[src/rtl/message_packer.sv]
// message_packer: packs a serial decoded-message bit stream LSB-first into words,
// buffers them in a small show-ahead FIFO and presents them on a valid/ready port.
module message_packer #(
    parameter int unsigned N          = 1024,
    parameter int unsigned WORD_W     = 32,
    parameter int unsigned FIFO_DEPTH = 4
) (
    input  logic              clk,
    input  logic              reset,
    input  logic              start,
    input  logic              bit_valid,
    input  logic              bit_in,
    output logic [WORD_W-1:0] word_out,
    output logic              word_valid,
    input  logic              word_ready,
    output logic              word_last,
    output logic              busy,
    output logic              done,
    output logic              overflow
);
    localparam int unsigned WORDS = N / WORD_W;
    localparam int unsigned IDX_W = (WORD_W > 1) ? $clog2(WORD_W) : 1;
    localparam int unsigned CNT_W = $clog2(WORDS) + 1;
    localparam int unsigned PTR_W = $clog2(FIFO_DEPTH);
    localparam int unsigned OCC_W = PTR_W + 1;

    typedef enum logic [1:0] {
        S_IDLE  = 2'd0,
        S_PACK  = 2'd1,
        S_DRAIN = 2'd2
    } state_t;

    state_t                  state_q, state_d;
    logic [IDX_W-1:0]        bit_idx_q, bit_idx_d;
    logic [CNT_W-1:0]        word_cnt_q, word_cnt_d;
    logic [WORD_W-1:0]       shift_q, shift_d;
    logic                    overflow_q, overflow_d;
    logic                    done_q, done_d;
    logic                    busy_q, busy_d;
    logic [WORD_W-1:0]       mem_q [FIFO_DEPTH];
    logic [WORD_W-1:0]       mem_d [FIFO_DEPTH];
    logic [FIFO_DEPTH-1:0]   last_q, last_d;
    logic [PTR_W-1:0]        wr_ptr_q, wr_ptr_d;
    logic [PTR_W-1:0]        rd_ptr_q, rd_ptr_d;
    logic [OCC_W-1:0]        occ_q, occ_d;

    logic accept_c;
    logic word_done_c;
    logic frame_done_c;
    logic pop_c;
    logic full_c;
    logic wr_en_c;

    assign accept_c     = (state_q == S_PACK) && bit_valid;
    assign word_done_c  = accept_c && (bit_idx_q == IDX_W'(WORD_W - 1));
    assign frame_done_c = word_done_c && (word_cnt_q == CNT_W'(WORDS - 1));
    assign pop_c        = (occ_q != '0) && word_ready;
    assign full_c       = (occ_q == OCC_W'(FIFO_DEPTH));
    // A completed word is dropped only when the FIFO is full and nothing leaves this cycle.
    assign wr_en_c      = word_done_c && (!full_c || pop_c);

    assign word_out   = mem_q[rd_ptr_q];
    assign word_valid = (occ_q != '0);
    assign word_last  = last_q[rd_ptr_q];
    assign busy       = busy_q;
    assign done       = done_q;
    assign overflow   = overflow_q;

    // State and datapath registers.
    always_ff @(posedge clk) begin
        if (reset) begin
            state_q    <= S_IDLE;
            bit_idx_q  <= '0;
            word_cnt_q <= '0;
            shift_q    <= '0;
            overflow_q <= 1'b0;
            done_q     <= 1'b0;
            busy_q     <= 1'b0;
            last_q     <= '0;
            wr_ptr_q   <= '0;
            rd_ptr_q   <= '0;
            occ_q      <= '0;
            for (int i = 0; i < int'(FIFO_DEPTH); i++) begin
                mem_q[i] <= '0;
            end
        end else begin
            state_q    <= state_d;
            bit_idx_q  <= bit_idx_d;
            word_cnt_q <= word_cnt_d;
            shift_q    <= shift_d;
            overflow_q <= overflow_d;
            done_q     <= done_d;
            busy_q     <= busy_d;
            last_q     <= last_d;
            wr_ptr_q   <= wr_ptr_d;
            rd_ptr_q   <= rd_ptr_d;
            occ_q      <= occ_d;
            for (int i = 0; i < int'(FIFO_DEPTH); i++) begin
                mem_q[i] <= mem_d[i];
            end
        end
    end

    // Next-state logic.
    always_comb begin
        state_d = state_q;
        unique case (state_q)
            S_IDLE:  if (start) state_d = S_PACK;
            S_PACK:  if (frame_done_c) state_d = S_DRAIN;
            S_DRAIN: if (occ_q == '0) state_d = S_IDLE;
            default: state_d = S_IDLE;
        endcase
    end

    // Packing shift register, counters and FIFO bookkeeping.
    always_comb begin
        bit_idx_d  = bit_idx_q;
        word_cnt_d = word_cnt_q;
        shift_d    = shift_q;
        overflow_d = overflow_q;
        mem_d      = mem_q;
        last_d     = last_q;
        wr_ptr_d   = wr_ptr_q;
        rd_ptr_d   = rd_ptr_q;
        occ_d      = occ_q;

        if ((state_q == S_IDLE) && start) begin
            bit_idx_d  = '0;
            word_cnt_d = '0;
            shift_d    = '0;
            overflow_d = 1'b0;
        end

        if (accept_c) begin
            shift_d[bit_idx_q] = bit_in;
            bit_idx_d          = word_done_c ? '0 : bit_idx_q + IDX_W'(1);
            if (word_done_c) begin
                word_cnt_d = word_cnt_q + CNT_W'(1);
            end
        end

        if (word_done_c && full_c && !pop_c) begin
            overflow_d = 1'b1;
        end

        if (wr_en_c) begin
            mem_d[wr_ptr_q]  = shift_d;
            last_d[wr_ptr_q] = (word_cnt_q == CNT_W'(WORDS - 1));
            wr_ptr_d         = wr_ptr_q + PTR_W'(1);
        end

        if (pop_c) begin
            rd_ptr_d = rd_ptr_q + PTR_W'(1);
        end

        unique case ({wr_en_c, pop_c})
            2'b10:   occ_d = occ_q + OCC_W'(1);
            2'b01:   occ_d = occ_q - OCC_W'(1);
            default: occ_d = occ_q;
        endcase
    end

    // Registered status outputs; done lands together with the return to IDLE.
    always_comb begin
        busy_d = (state_d != S_IDLE);
        done_d = (state_q == S_DRAIN) && (occ_q == '0);
    end
endmodule
[config.mk]
export PLATFORM = sky130hd
export DESIGN_NAME = message_packer
export DESIGN_NICKNAME = d
export VERILOG_FILES = /design/src/rtl/message_packer.sv
export SDC_FILE = /design/constraint.sdc
export NUM_CORES = 1
export LEC_CHECK = 0
export ABC_AREA = 1
export CORE_UTILIZATION = 36
export DETAILED_ROUTE_END_ITERATION = 7
export HOLD_SLACK_MARGIN = 0.03
export PLACE_DENSITY = 0.56
export SYNTH_ARGS = -nofsm -noshare
export SYNTH_HDL_FRONTEND = slang
export SYNTH_SLANG_ARGS = --single-unit
[constraint.sdc]
create_clock -name clk -period 3.08 [get_ports clk]
set_input_delay 0.77 -clock clk [delete_from_list [all_inputs] [get_ports clk]]
set_output_delay 0.77 -clock clk [all_outputs]
set_load 0.01 [all_outputs]
**After elaboration in Yosys (flattened, before gate mapping)**

Cells that the tools add are included.

- Bits in registers: 187

- Bitwise logic cells: 2
- Magnitude comparators: 8
- Equal/unequal tests: 7
- Muxes and demuxes: 29
- Add/subtract/negate cells: 6
- Reduce and logical (&&, ||, !) cells: 22

Operators by type and width:

| operator | count |
|---|---|
| two-way mux 32 bit | 5 |
| bitwise mux 128 bit | 1 |
| binary-select mux 32 bit (select 2 bit) | 1 |
| demux 32 bit (select 2 bit) | 1 |
| bitwise mux 32 bit | 1 |
| two-way mux 6 bit | 3 |
| two-way mux 5 bit | 3 |
| logical AND 1 bit | 12 |
| nonzero test 2 bit | 4 |
| adder 6 x 1 -> 6 bit, second input constant | 1 |
| equality test 6 x 5 -> 1 bit, second input constant | 1 |
| greater-or-equal comparator 3 bit, second input constant | 2 |
| less-than comparator 2 x 3 -> 1 bit, second input constant | 2 |
| less-than comparator 5 x 6 -> 1 bit, second input constant | 1 |
| two-way mux 2 bit | 3 |
| inverter 2 -> 3 bit | 2 |
| case mux 2 bit (3 select lines) | 1 |
| case mux 3 bit (2 select lines) | 1 |
| adder 5 x 1 -> 5 bit, second input constant | 1 |
| demux 1 bit (select 5 bit) | 1 |
| equality test 5 bit, second input constant | 1 |
| greater-or-equal comparator 5 x 1 -> 1 bit, second input constant | 1 |
| two-way mux 1 bit | 5 |
| adder 2 x 1 -> 2 bit, second input constant | 2 |
| 15 further kinds | 18 |

**Depth between registers and ports, before layout**

- Depth after elaboration: 7
- Depth in mapped cells: 14
- Depth with buffers taken out: 14

**Least setup slack after synthesis**

No wires, ideal clock.

- Path kind: reg-to-reg
- Start point: register bit_idx_q[0]
- End point: register occ_q[2]
- Stages on the path, launching flop included: 15
- Required time: 2958 ps
- Arrival: 2172 ps
- Setup time: 122 ps
- Path slack: 786 ps
- Cells stage by stage: dfxtp_1 -> ha_1 -> nand2_1 -> nor2_1 -> ha_1 -> inv_1 -> nor2_8 -> nand2_1 -> ha_1 -> inv_1 -> fa_1 -> a21oi_1 -> o21ai_0 -> o21ai_0 -> a21oi_1

- Cells in the longest elaborated chain, start to end: 5

RTL lines:

| what | line | text |
|---|---|---|
| start: declaration | 34 | `logic [IDX_W-1:0] bit_idx_q, bit_idx_d;` |
| start signal: assignment | 88 | `bit_idx_q <= bit_idx_d;` |
| equality test 5 bit * | 55 | `assign word_done_c = accept_c && (bit_idx_q == IDX_W'(WORD_W - 1));` |
| logical AND 1 bit * | 55 |  |
| logical AND 1 bit * | 60 | `assign wr_en_c = word_done_c && (!full_c \|\| pop_c);` |
| equality test 2 x 1 -> 1 bit / equality test 2 bit (equally long branches) | 156 | `unique case ({wr_en_c, pop_c})` |
| case mux 3 bit (2 select lines) / nonzero test 2 bit (equally long branches) | n/a |  |
| end signal: assignment | 82 | `occ_q <= '0;` |
| end signal: assignment | 97 | `occ_q <= occ_d;` |
| end: declaration | 45 | `logic [OCC_W-1:0] occ_q, occ_d;` |

Mark *: on every way between the ends. The rest lies on a longest branch, timed or not.
A chain may end at the register's enable or synchronous reset.

**Final worst setup path**

- Start point: register rd_ptr_q[1]
- End point: output word_out[13]

- Cells in the longest elaborated chain, start to end: 4

RTL lines:

| what | line | text |
|---|---|---|
| start: declaration | 44 | `logic [PTR_W-1:0] rd_ptr_q, rd_ptr_d;` |
| start signal: assignment | 96 | `rd_ptr_q <= rd_ptr_d;` |
| inverter 2 -> 3 bit (implied by the code) | 62 | `assign word_out = mem_q[rd_ptr_q];` |
| binary-select mux 32 bit (select 2 bit) | 62 |  |
| two-way mux 32 bit (implied by the code) (2 in a row) | 62 |  |
| end: declaration | 13 | `output logic [WORD_W-1:0] word_out,` |

Every way passes these cells. The select of a mux whose other input is x is not followed.

==> results.toml <==
[cells_and_area]
num-nets-final = 1472
fillers = 2617
final_core_util = 0.436
share_of_post_route_cells_with_drive_strength_above_1 = 0.0730
stdcell_count = 1790
syn2layout_area_growth_pct = 17.7
diodes = 0
cell_area_after_layout_um2 = 10700

[clocking]
cts_max_level = 4
cts_tree = "done"
clk_latency_ns = 0.43
clk_pin_slew_ns = 0.07
clk_root_buffer_cell = "clkbuf_16"
hold_buf_count_cts = 0
cts.path.max_buffers = 2
numCtsBuffers = 17
cts.sinks = 187

[detailed_routing]
wl_per_cell_um = 13.5
m1WireLength_mm = 12.0
met2_wirelength_mm = 11.2
viasPerCell = 4.77
detail_route.iter0.violations = 420
ant_nets = 0
drc = 0
firstDrtPassIters = 5
drt_wl_total_mm = 24.2
detailroute.via_count = 8545
met3_wirelength_um = 837
route.top_layer_used = "met4"

[setup_path]
worstSetupPathType = "flip-flop to output pin"
worstPathCellList = "inv_4 -> buf_12 -> a21oi_1 -> a21oi_1 -> clkdlybuf4s50_1"
critPathCaptureType = "output pin"
critical_path_peak_fanout = 26
cpMostUsedCell = "a21oi_1"
critical_path_required_ns = 2.31
library_cell_contributing_the_largest_single_delay_on_the_critical_path = "clkdlybuf4s50_1"
crit_arrival_ns = 2.20
worstSetupStartpointType = "flip-flop"
timing.critical_path.slowest_cell_delay_ns = 0.59

[sta]
final_report_max_slew_violation_count = 0
report.final.setup_viol = 0
final.hold.worst_slack_ns = 0.467
max_slew_margin = 0.486
max_clock_freq_mhz = 337
fraction_of_the_cycle_the_final_worst_path_needs = 0.965
rsz0062_at_grt = "no"
postLayoutSetupSlackWorst_ns = 0.109
timing.setup.tns_ns = 0
fin_worst_skew_ns = 0.00836
timing.final.hold_violations = 0
period_needed_ns = 2.97
max_slew.worst_pin.slew_ns = 0.771

[pwr]
total_leakage_power_nw = 4.93
peakVddDrop_mv = 0.344
clock_power_share = 0.464
overall_power_mw = 4.76
power_switching_share = 0.224
power_frac_comb = 0.026
sequential_group_share_of_total_power = 0.510
cell_internal_pwr_mw = 3.69
total_switching_power_mw = 1.07
power.density_cell_area_nw_per_um2 = 445

[worst_hold_path]
worstHoldPathType = "flip-flop to flip-flop"

[synth]
yosysTopAreaCell = "dfxtp_1"
synthesis.yosys.warnings = 0
post_synth_num_cell_types = 25
yosys-top-cells-area = "dfxtp_1 41%, nand2_1 16%, a21oi_1 14%"
synth_area_um2 = 9100
yosysSeqAreaShare = 0.411
netlist_instances = 1408
total_nets_after_synthesis = 1426
synth.top_cell.area_share = 0.411
post_synth.cell_area_avg_um2 = 6.46
ys_ff_latch = 187

[global_routing]
first_global_vias = 7875
antenna_found_initial = 0
grt_first_pass_wirelength_mm = 40.3
overflow = 0
gr_usage_total = 0.193
grt_max_degree = 67

[placed_design]
placed_standard_cell_area_um2 = 10100
place.gp.congestion = 0.758
dp.final_hpwl_mm = 14.5
numPortBuffers = 42
placement.setup.worst_slack_ns = 0.227
numPlacedInstances = 1759

[die]
floorplan.die.width_um = 161
io_pins = 43
die_area_um2 = 25900
initial_core_utilization = 0.371
coreArea_um2 = 24500
floorplan.die.height_um = 161
floorplan.rows = 57

[outcome]
result_of_the_run = "finished clean"

[flow_run]
max_cap_viol_count = 0
-- path summary, 6_finish.rpt --
| path | startpoint | endpoint | slack, ns | depth (start not counted) |
|---|---|---|---|---|
| setup reg to reg | bit_idx_q[0]$_SDFFE_PP0P_ | occ_q[2]$_SDFFE_PP0P_ | 0.57 | 14 |
| setup / recovery | rd_ptr_q[1]$_SDFFE_PP0P_ | word_out[13] | 0.11 | 5 |
| hold / removal | last_q[0]$_SDFFE_PP0P_ | last_q[0]$_SDFFE_PP0P_ | 0.47 | 2 |
| hold reg to reg | last_q[0]$_SDFFE_PP0P_ | last_q[0]$_SDFFE_PP0P_ | 0.47 | 2 |
-- cell families after synthesis --
group / after synthesis / synth area share
xor gates and xnor gates: 2 / 0.00193
and+or+nand+nor: 638 / 0.279
adders and majority gates: 12 / 0.0173
buffers and inverters: 246 / 0.112
AOI/OAI and AO/OA: 323 / 0.178
DFF: 187 / 0.411
-- placed cells by master, fill, tap and decap left out, types with 3 or more instances in the layout --
master / Yosys / final
ha_1: 11 / 11
clkdlybuf4s50_1: 0 / 40
nand3_2: 3 / 3
clkbuf_1: 47 / 3
nand2_1: 393 / 393
buf_12: 0 / 8
buf_4: 3 / 55
clkbuf_16: 0 / 17
o21ai_0: 74 / 73
nand3_1: 47 / 47
inv_1: 164 / 163
nand4_1: 7 / 7
dfxtp_1: 187 / 187
a21oi_1: 248 / 246
clkinvlp_4: 0 / 5
nor2_1: 181 / 181
-- cell type report --
type	instances	area, um^2	area share
clock buffers	22	464	0.0434
clock inverters	9	115	0.0108
flip-flops and latches	187	3740	0.350
well taps	324	405	0.0379
multi-input cells	975	4340	0.406
inverters	167	632	0.0590
repair buffers	106	1000	0.0936
-- cells in the mapped netlist, drive strengths merged --
cell and n:
a21oi 248, a22oi 1, buf 32, clkbuf 47
dfxtp 187, fa 1, ha 11, inv 167
nand2 394, nand3 52, nand4 7, nor2 182
nor3 1, nor4 1, o21ai 74, or2 1
xor2 2
-- state kept, by name (all words and copies together), names as in the netlist --
| register | count |
|---|---|
| bit_idx_q | 5 |
| busy | 1 |
| done | 1 |
| last_q | 4 |
| mem_q | 128 |
| occ_q | 3 |
| overflow | 1 |
| rd_ptr_q | 2 |
| shift_q | 32 |
| state_q | 2 |
| word_cnt_q | 6 |
| wr_ptr_q | 2 |
-- routing by layer --
metal / track usage / up-vias
met3: 0.0298 / 19
met5: 0 / -
met2: 0.315 / 152
met1: 0.267 / 3869
li1: - / 4505
met4: 0.0485 / 0
-- critical path: cells and delay by family (launching register included) --
| kind | cells | cell delay (ns) |
|---|---|---|
| AOI/OAI and AO/OA | 2 | 0.34 |
| buffers and inverters | 3 | 1.09 |
| DFF | 1 | 0.34 |
-- power groups by stage --
stage               logic, mW  registers, mW  clock network [mW]
floorplan              0.0767           2.48                   0
global placement        0.125           2.48                   0
detailed placement      0.124           2.48                   0
CTS                     0.124           2.43                2.27
global route            0.134           2.43                2.37
finish                  0.124           2.43                2.21
-- timing repair --
action                                  CTS  global route
endpoints found under the setup margin   11             9
gates resized for setup                   2             4
buffers inserted                          0             0
pin swaps                                 0             0
gates cloned                              0             0
Power figures use the tool's default switching activity.
